`config.mk`:
```
export PLATFORM = sky130hd
export DESIGN_NAME = timer_csr_flat
export DESIGN_NICKNAME = d
export VERILOG_FILES = /design/src/rtl/timer_pkg.sv /design/src/rtl/timer_csr_if.sv /design/src/rtl/timer_csr.sv /design/src/flat_wrapper.sv
export SDC_FILE = /design/constraint.sdc
export NUM_CORES = 1
export LEC_CHECK = 0
export ABC_AREA = 1
export CORE_ASPECT_RATIO = 0.7
export CORE_MARGIN = 2
export CORE_UTILIZATION = 50
export CTS_CLUSTER_DIAMETER = 40
export DETAILED_ROUTE_END_ITERATION = 8
export GPL_ROUTABILITY_DRIVEN = 0
export PLACE_DENSITY_LB_ADDON = 0.12
export SLEW_MARGIN = 20
export SYNTH_ARGS = -nofsm -noshare
export SYNTH_HDL_FRONTEND = slang
export SYNTH_SLANG_ARGS = --single-unit
```
`constraint.sdc`:
```
create_clock -name clk -period 3.75 [get_ports clk]
set_clock_uncertainty 0.2 [all_clocks]
set_input_delay 0.375 -clock clk [delete_from_list [all_inputs] [get_ports clk]]
set_output_delay 0.375 -clock clk [all_outputs]
set_load 0.005 [all_outputs]
```
`src/rtl/timer_pkg.sv`:
```
// Shared register map, CTRL/STATUS bit positions and FSM state type for timer_csr.
// Latency: none (definitions only).
// Backpressure: none (definitions only).
package timer_pkg;

    localparam logic [2:0] ADDR_CTRL   = 3'd0;
    localparam logic [2:0] ADDR_LOAD   = 3'd1;
    localparam logic [2:0] ADDR_PRESC  = 3'd2;
    localparam logic [2:0] ADDR_STATUS = 3'd3;
    localparam logic [2:0] ADDR_EVT    = 3'd4;

    localparam int CTRL_EN = 0;
    localparam int CTRL_AR = 1;
    localparam int CTRL_IE = 2;

    localparam int STAT_DONE = 0;
    localparam int STAT_RUN  = 1;

    typedef enum logic [2:0] {
        ST_IDLE      = 3'd0,
        ST_ARM       = 3'd1,
        ST_RUN       = 3'd2,
        ST_RELOAD    = 3'd3,
        ST_DONE_WAIT = 3'd4
    } state_t;

endpackage

```
`src/rtl/timer_csr_if.sv`:
```
// CPU word-access bus between the data-memory decoder and timer_csr.
// Latency: reads answer one cycle after the strobe; writes land the next cycle.
// Backpressure: none; every strobe is accepted.
interface timer_csr_if;
    logic        req_i;
    logic        we_i;
    logic [2:0]  addr_i;
    logic [31:0] wdata_i;
    logic [31:0] rdata_o;
    logic        rvalid_o;

    modport master (output req_i, output we_i, output addr_i, output wdata_i,
                    input rdata_o, input rvalid_o);
    modport slave  (input req_i, input we_i, input addr_i, input wdata_i,
                    output rdata_o, output rvalid_o);
endinterface

```
`src/rtl/timer_csr.sv`:
```
// Control/status registers plus sequencing FSM driving an external count-down timer.
// Latency: write takes effect next cycle; read data one cycle after the strobe.
// Backpressure: none; the bus is always ready and done_i is sampled every cycle.
module timer_csr
    import timer_pkg::*;
#(
    parameter int TIMER_BITS  = 30,
    parameter int SCALER_BITS = 4,
    parameter int EVT_BITS    = 8
) (
    input  logic                   clk,
    input  logic                   reset,
    timer_csr_if.slave             bus,
    output logic [TIMER_BITS-1:0]  start_o,
    output logic [SCALER_BITS-1:0] prescaler_o,
    output logic                   enable_o,
    input  logic                   done_i,
    output logic                   irq_o
);

    state_t                 state, state_nxt;
    logic                   copy_shadow;
    logic [2:0]             ctrl, ctrl_nxt;
    logic [TIMER_BITS-1:0]  load;
    logic [SCALER_BITS-1:0] presc;
    logic                   done_flag, done_flag_nxt;
    logic [EVT_BITS-1:0]    evt, evt_nxt;
    logic                   done_q;
    logic                   done_rise;
    logic                   wr, rd;
    logic [31:0]            rd_val;
    logic                   unused_wdata;

    assign wr           = bus.req_i & bus.we_i;
    assign rd           = bus.req_i & ~bus.we_i;
    assign unused_wdata = ^bus.wdata_i;

    // Timer completions only count while actively counting.
    assign done_rise = done_i & ~done_q & (state == ST_RUN);

    // Next-state logic; shadows are released to the timer on entry to ARM and on leaving RELOAD.
    always_comb begin
        state_nxt   = state;
        copy_shadow = 1'b0;
        case (state)
            ST_IDLE: begin
                if (ctrl[CTRL_EN]) begin
                    state_nxt   = ST_ARM;
                    copy_shadow = 1'b1;
                end
            end
            ST_ARM:  state_nxt = ctrl[CTRL_EN] ? ST_RUN : ST_IDLE;
            ST_RUN: begin
                if (!ctrl[CTRL_EN])
                    state_nxt = ST_IDLE;
                else if (done_rise)
                    state_nxt = ctrl[CTRL_AR] ? ST_RELOAD : ST_DONE_WAIT;
            end
            ST_RELOAD: begin
                if (!ctrl[CTRL_EN]) begin
                    state_nxt = ST_IDLE;
                end else begin
                    state_nxt   = ST_RUN;
                    copy_shadow = 1'b1;
                end
            end
            ST_DONE_WAIT: begin
                if (!ctrl[CTRL_EN])
                    state_nxt = ST_IDLE;
            end
            default: state_nxt = ST_IDLE;
        endcase
    end

    // Register next values: a completion beats a W1C, an EVT write beats an increment.
    always_comb begin
        ctrl_nxt = ctrl;
        if (wr && bus.addr_i == ADDR_CTRL)
            ctrl_nxt = bus.wdata_i[2:0];

        done_flag_nxt = done_flag;
        if (wr && bus.addr_i == ADDR_STATUS && bus.wdata_i[STAT_DONE])
            done_flag_nxt = 1'b0;
        if (done_rise)
            done_flag_nxt = 1'b1;

        evt_nxt = evt;
        if (wr && bus.addr_i == ADDR_EVT)
            evt_nxt = '0;
        else if (done_rise && evt != '1)
            evt_nxt = evt + 1'b1;
    end

    // Read mux; unmapped bits and addresses return zero.
    always_comb begin
        rd_val = '0;
        case (bus.addr_i)
            ADDR_CTRL:   rd_val[2:0] = ctrl;
            ADDR_LOAD:   rd_val[TIMER_BITS-1:0] = load;
            ADDR_PRESC:  rd_val[SCALER_BITS-1:0] = presc;
            ADDR_STATUS: begin
                rd_val[STAT_DONE] = done_flag;
                rd_val[STAT_RUN]  = (state != ST_IDLE);
            end
            ADDR_EVT:    rd_val[EVT_BITS-1:0] = evt;
            default:     rd_val = '0;
        endcase
    end

    // State, registers and registered timer/bus outputs.
    always_ff @(posedge clk) begin
        if (reset) begin
            state       <= ST_IDLE;
            ctrl        <= '0;
            load        <= '0;
            presc       <= '0;
            done_flag   <= 1'b0;
            evt         <= '0;
            done_q      <= 1'b0;
            start_o     <= '0;
            prescaler_o <= '0;
            enable_o    <= 1'b0;
            irq_o       <= 1'b0;
            bus.rdata_o  <= '0;
            bus.rvalid_o <= 1'b0;
        end else begin
            state     <= state_nxt;
            ctrl      <= ctrl_nxt;
            done_flag <= done_flag_nxt;
            evt       <= evt_nxt;
            done_q    <= done_i;
            if (wr && bus.addr_i == ADDR_LOAD)
                load <= bus.wdata_i[TIMER_BITS-1:0];
            if (wr && bus.addr_i == ADDR_PRESC)
                presc <= bus.wdata_i[SCALER_BITS-1:0];
            if (copy_shadow) begin
                start_o     <= load;
                prescaler_o <= presc;
            end
            enable_o     <= (state_nxt == ST_RUN) || (state_nxt == ST_DONE_WAIT);
            irq_o        <= done_flag_nxt & ctrl_nxt[CTRL_IE];
            bus.rvalid_o <= rd;
            bus.rdata_o  <= rd ? rd_val : 32'd0;
        end
    end

endmodule
```
`src/flat_wrapper.sv`:
```
// flat-port wrapper written by rule: the top's interface ports become plain ports
module timer_csr_flat import timer_pkg::*;
#(
    parameter int TIMER_BITS  = 30,
    parameter int SCALER_BITS = 4,
    parameter int EVT_BITS    = 8
)
  (clk, reset, start_o, prescaler_o, enable_o, done_i, irq_o, bus_req_i, bus_we_i, bus_addr_i, bus_wdata_i, bus_rdata_o, bus_rvalid_o);
  timer_csr_if bus_i ();
  input  logic clk;
  input  logic reset;
  output logic [TIMER_BITS-1:0] start_o;
  output logic [SCALER_BITS-1:0] prescaler_o;
  output logic enable_o;
  input  logic done_i;
  output logic irq_o;
  input wire logic [$bits(bus_i.req_i)-1:0] bus_req_i;
  input wire logic [$bits(bus_i.we_i)-1:0] bus_we_i;
  input wire logic [$bits(bus_i.addr_i)-1:0] bus_addr_i;
  input wire logic [$bits(bus_i.wdata_i)-1:0] bus_wdata_i;
  output wire logic [$bits(bus_i.rdata_o)-1:0] bus_rdata_o;
  output wire logic [$bits(bus_i.rvalid_o)-1:0] bus_rvalid_o;
  assign bus_i.req_i = bus_req_i;
  assign bus_i.we_i = bus_we_i;
  assign bus_i.addr_i = bus_addr_i;
  assign bus_i.wdata_i = bus_wdata_i;
  assign bus_rdata_o = bus_i.rdata_o;
  assign bus_rvalid_o = bus_i.rvalid_o;
  timer_csr #(.TIMER_BITS(TIMER_BITS), .SCALER_BITS(SCALER_BITS), .EVT_BITS(EVT_BITS)) u_core (.clk(clk), .reset(reset), .bus(bus_i), .start_o(start_o), .prescaler_o(prescaler_o), .enable_o(enable_o), .done_i(done_i), .irq_o(irq_o));
endmodule
```
==> out/results.ini, run 1 <==
[synth]
synth.top_cells.by_count = nor2_1, dfxtp_1, inv_1
ys_types = 34
synth.cell_area_mm2 = 0.00438
synth.avg_cell_area_um2 = 8.35
synth_largest_area_cell = dfxtp_1
ys_warn_count = 0
postSynthRegisterBits = 117
synth-edff-count = 0
postSynth.topFlopCell = dfxtp_1
post_synth_inst_count = 525
synth_seq_area_share_pct = 53.4
async_reset_ff_share_pct = 0
synth_top_cells_by_area = dfxtp_1, nor2_1, o21ai_0, a21oi_2, inv_1
yosysMostFrequentCell = nor2_1
synth.top_cell.area_share_pct = 53.4

[clocking]
numClockSinks = 117
post-cts-setup-buffers = 0
post_cts_resized = 0
cts_hold_buffers = 0
cts.reportedPaths.clkPinSlew_ns = 0.06
h-tree-depth = 4
numCtsBuffers = 17
cts-root-to-sink-buffers = 2
insertion_delay_ns = 0.41
cts_tree = done
clk_root_buffer_cell = clkbuf_16

[flow_run]
maxCapViolations = 0

[hold_path]
hold_path.startpoint = u_core.load[10]
worst_hold_path_type = register to register
hold_end = u_core.bus.rdata_o[10]
hold-path-cell-count = 2

[floorplanning]
start_util_pct = 51.7
core_area_mm2 = 0.00848
floorplan.rows = 28
die_area_mm2 = 0.00955
fp.dieH_um = 82.3
ios = 109
floorplan.die.width_um = 116

[setup_path]
reg_to_reg_setup_timing_slack_ns = 1.87
worstReg2RegStart = u_core.state[0]
critical_path.max_fanout = 52
critical_path_required_ns = 3.89
cp-end-kind = register
crit_path_start_kind = primary input
r2r_end = u_core.start_o[28]
critPathKind = primary input to register
arrival_ns = 2.29
worstRegToRegCells = 7

[finish]
finish.net_count = 668
insertedDiodeCount = 0
finalCoreUtilization_pct = 71.9
area_growth_syn_to_layout_pct = 39.1
layout-drive-gt1-share_pct = 13.8

[sta]
fmax_ghz = 0.465
totalNegativeSetupSlack_ns = 0
timing.final.setup_violations = 0
drv_slew = 0
worstMarginPinSlew_ns = 0.770
setup_repair_after_global_routing_missed_its_margin = false
slew_headroom_pct = 48.6
finalCriticalPeriod_ns = 2.15
final-hold-violation-count = 0
post-route-period-util_pct = 57.3

[route]
detailroute.via_count = 3747
routed_wirelength_normalized_by_instance_count_um = 13.8
vias_per_cell = 4.93
route.detailed.drc = 0
detail_route.wirelength_mm = 10.5
number_of_design_rule_violations_left_by_the_first_detailed_router_iteration = 210
first_pass_iters = 4
ant_nets = 0

[power_and_ir_drop]
power_density_mw_per_mm2 = 541
vdd_drop_max_v = 0.000425
static-leakage-power_nw = 2.26

[placement]
hpwlAfterDp_mm = 6.86
port-buffer-count = 104

[global_routing]
grt_pass1_wl_mm = 16.8
grt_overflow = 0
antenna_violations_before_repair = 0
gr-usage-all-layers_pct = 23.4
grt_start_max_net_pins = 55
grt_pass1_vias = 3619

[status]
status = finished clean

[final cells by class]
class / count / area [um^2]
Inverter: 59 / 226
Multi-Input combinational cell: 327 / 1640
Tap cell: 120 / 150
Clock inverter: 12 / 224
Fill cell: 669 / 2380
Sequential cell: 117 / 2340
Timing Repair Buffer: 105 / 1050
Clock buffer: 20 / 467
[kinds of logic (layout without fill, tap and decap cells)]
group / count (synthesis) / in the layout / share of synthesized area [%]
xor+xnor: 1 / 1 / 0.200
buf+inv: 82 / 196 / 9.27
other cells: 1 / 2 / 0.0855
simple gates: 198 / 198 / 19.4
fa+ha+maj: 1 / 1 / 0.285
flops: 117 / 117 / 53.4
compound gates: 125 / 125 / 17.3
[where the power goes]
group          leakage [nW]  internal [W]  switching (W)
registers             0.945       0.00126      0.0000108
logic                 0.987     0.0000779      0.0000826
clock network         0.324       0.00130       0.000567
[placed cells by master, fill, tap and decap left out, types with 2 or more instances in the layout]
| master | netlist | final |
|---|---|---|
| inv_1 | 49 | 49 |
| nand2_1 | 45 | 45 |
| bufinv_16 | 0 | 6 |
| nand4_1 | 2 | 2 |
| nor2_1 | 126 | 126 |
| a21oi_1 | 14 | 14 |
| dfxtp_1 | 117 | 117 |
| o22ai_1 | 4 | 4 |
| clkbuf_8 | 0 | 3 |
| o21ai_1 | 25 | 25 |
| nor2_2 | 2 | 2 |
| clkinvlp_4 | 0 | 4 |
| a21oi_2 | 25 | 25 |
| clkbuf_16 | 0 | 17 |
| o211ai_1 | 2 | 2 |
| nand2_2 | 5 | 5 |
| o21ai_2 | 6 | 6 |
| o21ai_0 | 46 | 46 |
| clkdlybuf4s50_1 | 0 | 104 |
| inv_4 | 2 | 2 |
| conb_1 | 1 | 2 |
| inv_2 | 8 | 8 |
| nand3_1 | 11 | 11 |
| nand2_4 | 2 | 2 |
[worst max-delay path, cell delays in order]
cell and delay [ns]:
clkdlybuf4s50_1 0.63, inv_2 0.68, buf_4 0.35, o21ai_1 0.11, a21oi_2 0.13
[registers in the layout, summed over array words and instances (netlist names)]
signal and count:
u_core.bus.rdata_o 30, u_core.bus.rvalid_o 1, u_core.ctrl 3, u_core.irq_o 1, u_core.evt 8, u_core.presc 4, u_core.done_q 1, u_core.done_flag 1
u_core.state 3, u_core.start_o 30, u_core.prescaler_o 4, u_core.load 30, u_core.enable_o 1
[metrics by stage]
step	std cells	total power [W]	worst slack (ns)	instance area (um^2)	hold slack [ns]
CTS	760	0.00332	1.62	6100	0.269
detailed placement	728	0.00146	1.20	5410	0.262
global placement	728	0.00146	1.23	5410	0.253
floorplan	526	0.00138	2.34	4390	0.243
global route	760	0.00339	1.41	6100	0.281
finish	760	0.00330	1.60	6100	0.263
[routing by layer]
layer / up-vias / part of all wire (%) / track usage, % / wire length [um]
li1: 1878 / - / - / -
met1: 1730 / 46 / 28.3 / 4870
met2: 116 / 44 / 37.7 / 4640
met3: 23 / 7.3 / 8.03 / 766
met4: 0 / 2.3 / 11.9 / 243
met5: - / 0 / 0 / 0
[how the worst max path moves through the flow]
stage | startpoint | endpoint | slack (ns)
after floorplan | u_core.evt[0] | u_core.evt[3] | 2.34
after detailed placement | reset | u_core.load[13] | 1.20
after global placement | reset | u_core.load[9] | 1.23
after global routing | reset | u_core.evt[1] | 1.41
after CTS | reset | u_core.load[13] | 1.62
final | reset | u_core.load[13] | 1.60
Power figures use the tool's default switching activity.
==> run 2: changes to the inputs <==
CORE_UTILIZATION = 49   (was 50)
clock period = 2 ns   (was 3.75 ns; I/O delays follow)
==> out/results.ini, run 2 (synthesis results as in run 1) <==
[power_and_ir_drop]
share_seq_of_total_power_pct = 42.1  ; +3.5 points
share_comb_of_total_power_pct = 5.7  ; +0.8 points
clockPowerShare_pct = 52.3  ; -4.2 points
power.share.switching_pct = 20.8  ; +0.75 points
pnr_total_power_w = 0.00569  ; +72%
power_report.internal_total_w = 0.00451  ; +71%
power_density_mw_per_mm2 = 929  ; +72%
static-leakage-power_nw = 2.30  ; +1.9%
power.net_switching_w = 0.00118  ; +79%
vdd_drop_max_v = 0.000581  ; +37%

[clocking]
post_cts_resized = 0  ; unchanged
numCtsBuffers = 17  ; unchanged
insertion_delay_ns = 0.41  ; about the same
h-tree-depth = 4  ; unchanged
cts_tree = done
cts_hold_buffers = 0  ; unchanged
cts-root-to-sink-buffers = 2  ; unchanged
cts.reportedPaths.clkPinSlew_ns = 0.05  ; about the same
numClockSinks = 117  ; unchanged
clk_root_buffer_cell = clkbuf_16
post-cts-setup-buffers = 0  ; unchanged

[floorplanning]
die_area_mm2 = 0.00973  ; +2.0%
fp.dieH_um = 83.1  ; +0.97%
start_util_pct = 51.1  ; -0.63 points
ios = 109  ; unchanged
core_area_mm2 = 0.00858  ; +1.2%
floorplan.rows = 28  ; unchanged
floorplan.die.width_um = 117  ; +0.98%

[setup_path]
path_common_cell = nor2_1
worst_path_dominant_cell_family = simple AND/OR/NAND/NOR gates
critical_path.max_fanout = 34  ; -35%
arrival_ns = 1.90  ; -0.39 ns
worst-path-buf-inv = 1  ; -2
crit_path_start_kind = register
critPathKind = register to register
cp_cell_sequence = nor2_1 > nand2_1 > o21ai_2 > nand2_4 > inv_4 > nor2_1 > nor2_1
critical_path_required_ns = 2.14  ; -1.75 ns
cell_at_the_slowest_stage_of_the_critical_path = inv_4
max_stage_delay_ns = 0.35  ; -0.33 ns
cp-end-kind = register

[finish]
sequential_cell_area_mm2 = 0.00234  ; unchanged
layout-drive-gt1-share_pct = 15.0  ; +1.3 points
largest_registers = u_core.bus.rdata_o x30, u_core.load x30, u_core.start_o x30
final_cell_mix = nor2_1, dfxtp_1, clkdlybuf4s50_1
mostFrequentLayoutCell = nor2_1
finish.cell_count_without_fillers = 773  ; +1.7%
fillerInstances = 706  ; +5.5%
area_growth_syn_to_layout_pct = 39.7
insertedDiodeCount = 0  ; unchanged
multi_input_comb_area_mm2 = 0.00164  ; unchanged
finish.net_count = 681  ; +1.9%

[route]
route.detailed.drc = 0  ; unchanged
detail_route.wirelength_mm = 10.6  ; +1.1%
routed_wirelength_normalized_by_instance_count_um = 13.7  ; -0.63%
ant_nets = 0  ; unchanged
number_of_design_rule_violations_left_by_the_first_detailed_router_iteration = 308  ; +47%
vias_per_cell = 4.98  ; +1.0%
first_pass_iters = 6  ; +2
detailroute.via_count = 3851  ; +2.8%

[global_routing]
grt_start_max_net_pins = 55  ; unchanged
grt_overflow = 0  ; unchanged
gr-usage-all-layers_pct = 22.7  ; -0.76 points
grt_pass1_wl_mm = 17.0  ; +0.78%
global_route.usage.met2_pct = 34.8  ; -2.8 points
antenna_violations_before_repair = 0  ; unchanged
grt_pass1_vias = 3596  ; -0.64%
gr-usage-met3_pct = 8.03  ; unchanged
grt_busiest_layer = met2
groute.layer.met1.usage_pct = 29.9  ; +1.6 points

[sta]
drv_slew = 0  ; unchanged
fmax_ghz = 0.568
final-hold-violation-count = 0  ; unchanged
post-route-period-util_pct = 88.0
finalCriticalPeriod_ns = 1.76
slew_headroom_pct = 52.0  ; +3.4 points
setup_repair_after_global_routing_missed_its_margin = false
timing.final.setup_violations = 0  ; unchanged
worstMarginPinSlew_ns = 0.720  ; -0.0496 ns

[flow_run]
maxCapViolations = 0  ; unchanged

[hold_path]
worst_hold_path_type = primary input to register

[placement]
port-buffer-count = 104  ; unchanged
numPlacedInstances = 741  ; +1.8%
hpwlAfterDp_mm = 7.08  ; +3.2%

[status]
status = finished clean

-- run 2: cell types whose count changed in the layout (fill, tap and decap cells not counted), sizes merged --
cell / delta
buf: +13
bufinv: -3
clkbuf: +1
clkinv: +5
clkinvlp: -3
-- run 2: final timing paths --
kind | depth (start not counted) | slack [ns] | startpoint | to
setup / recovery | 7 | 0.24 | u_core.state[1] | u_core.start_o[6]
hold / removal | 3 | 0.15 | done_i | u_core.done_q
setup reg to reg | 7 | 0.24 | u_core.state[1] | u_core.start_o[6]
hold reg to reg | 2 | 0.27 | u_core.load[21] | u_core.bus.rdata_o[21]
-- run 2: cell type report --
cell class,instances,area share (%)
Clock buffer,21,7.35
Clock inverter,11,2.17
Timing Repair Buffer,118,19.3
Inverter,59,3.70
Tap cell,120,2.45
Sequential cell,117,38.2
Multi-Input combinational cell,327,26.8
-- run 2: through the flow --
| stage | TNS [ns] | util [%] | hold WS (ns) | worst slack (ns) | area (um^2) |
|---|---|---|---|---|---|
| floorplan | 0 | - | 0.0871 | 0.587 | 4390 |
| global placement | 0 | 64.6 | 0.255 | 0.0316 | 5540 |
| detailed placement | -0.0618 | 64.6 | 0.260 | -0.0273 | 5540 |
| CTS | 0 | 71.4 | 0.141 | 0.240 | 6120 |
| global route | 0 | 71.4 | 0.150 | 0.119 | 6120 |
| finish | 0 | 71.4 | 0.152 | 0.240 | 6120 |
-- run 2: per-layer routing --
layer	wire [um]	part of all wire (%)
met5	0	0
met4	152	1.4
met3	902	8.5
met2	4780	45
met1	4800	45
-- run 2: power groups by stage --
stage	Sequential, W	Combinational (W)	Clock, W
floorplan	0.00244	0.000155	0
global placement	0.00244	0.000314	0
detailed placement	0.00244	0.000318	0
CTS	0.00239	0.000322	0.00301
global route	0.00239	0.000353	0.00311
finish	0.00239	0.000323	0.00297
-- run 2: worst register-to-register path: stages (launching register included) --
cell and delay (ns):
dfxtp_1 0.33, nor2_1 0.15, nand2_1 0.14, o21ai_2 0.11
nand2_4 0.18, inv_4 0.36, nor2_1 0.12, nor2_1 0.12
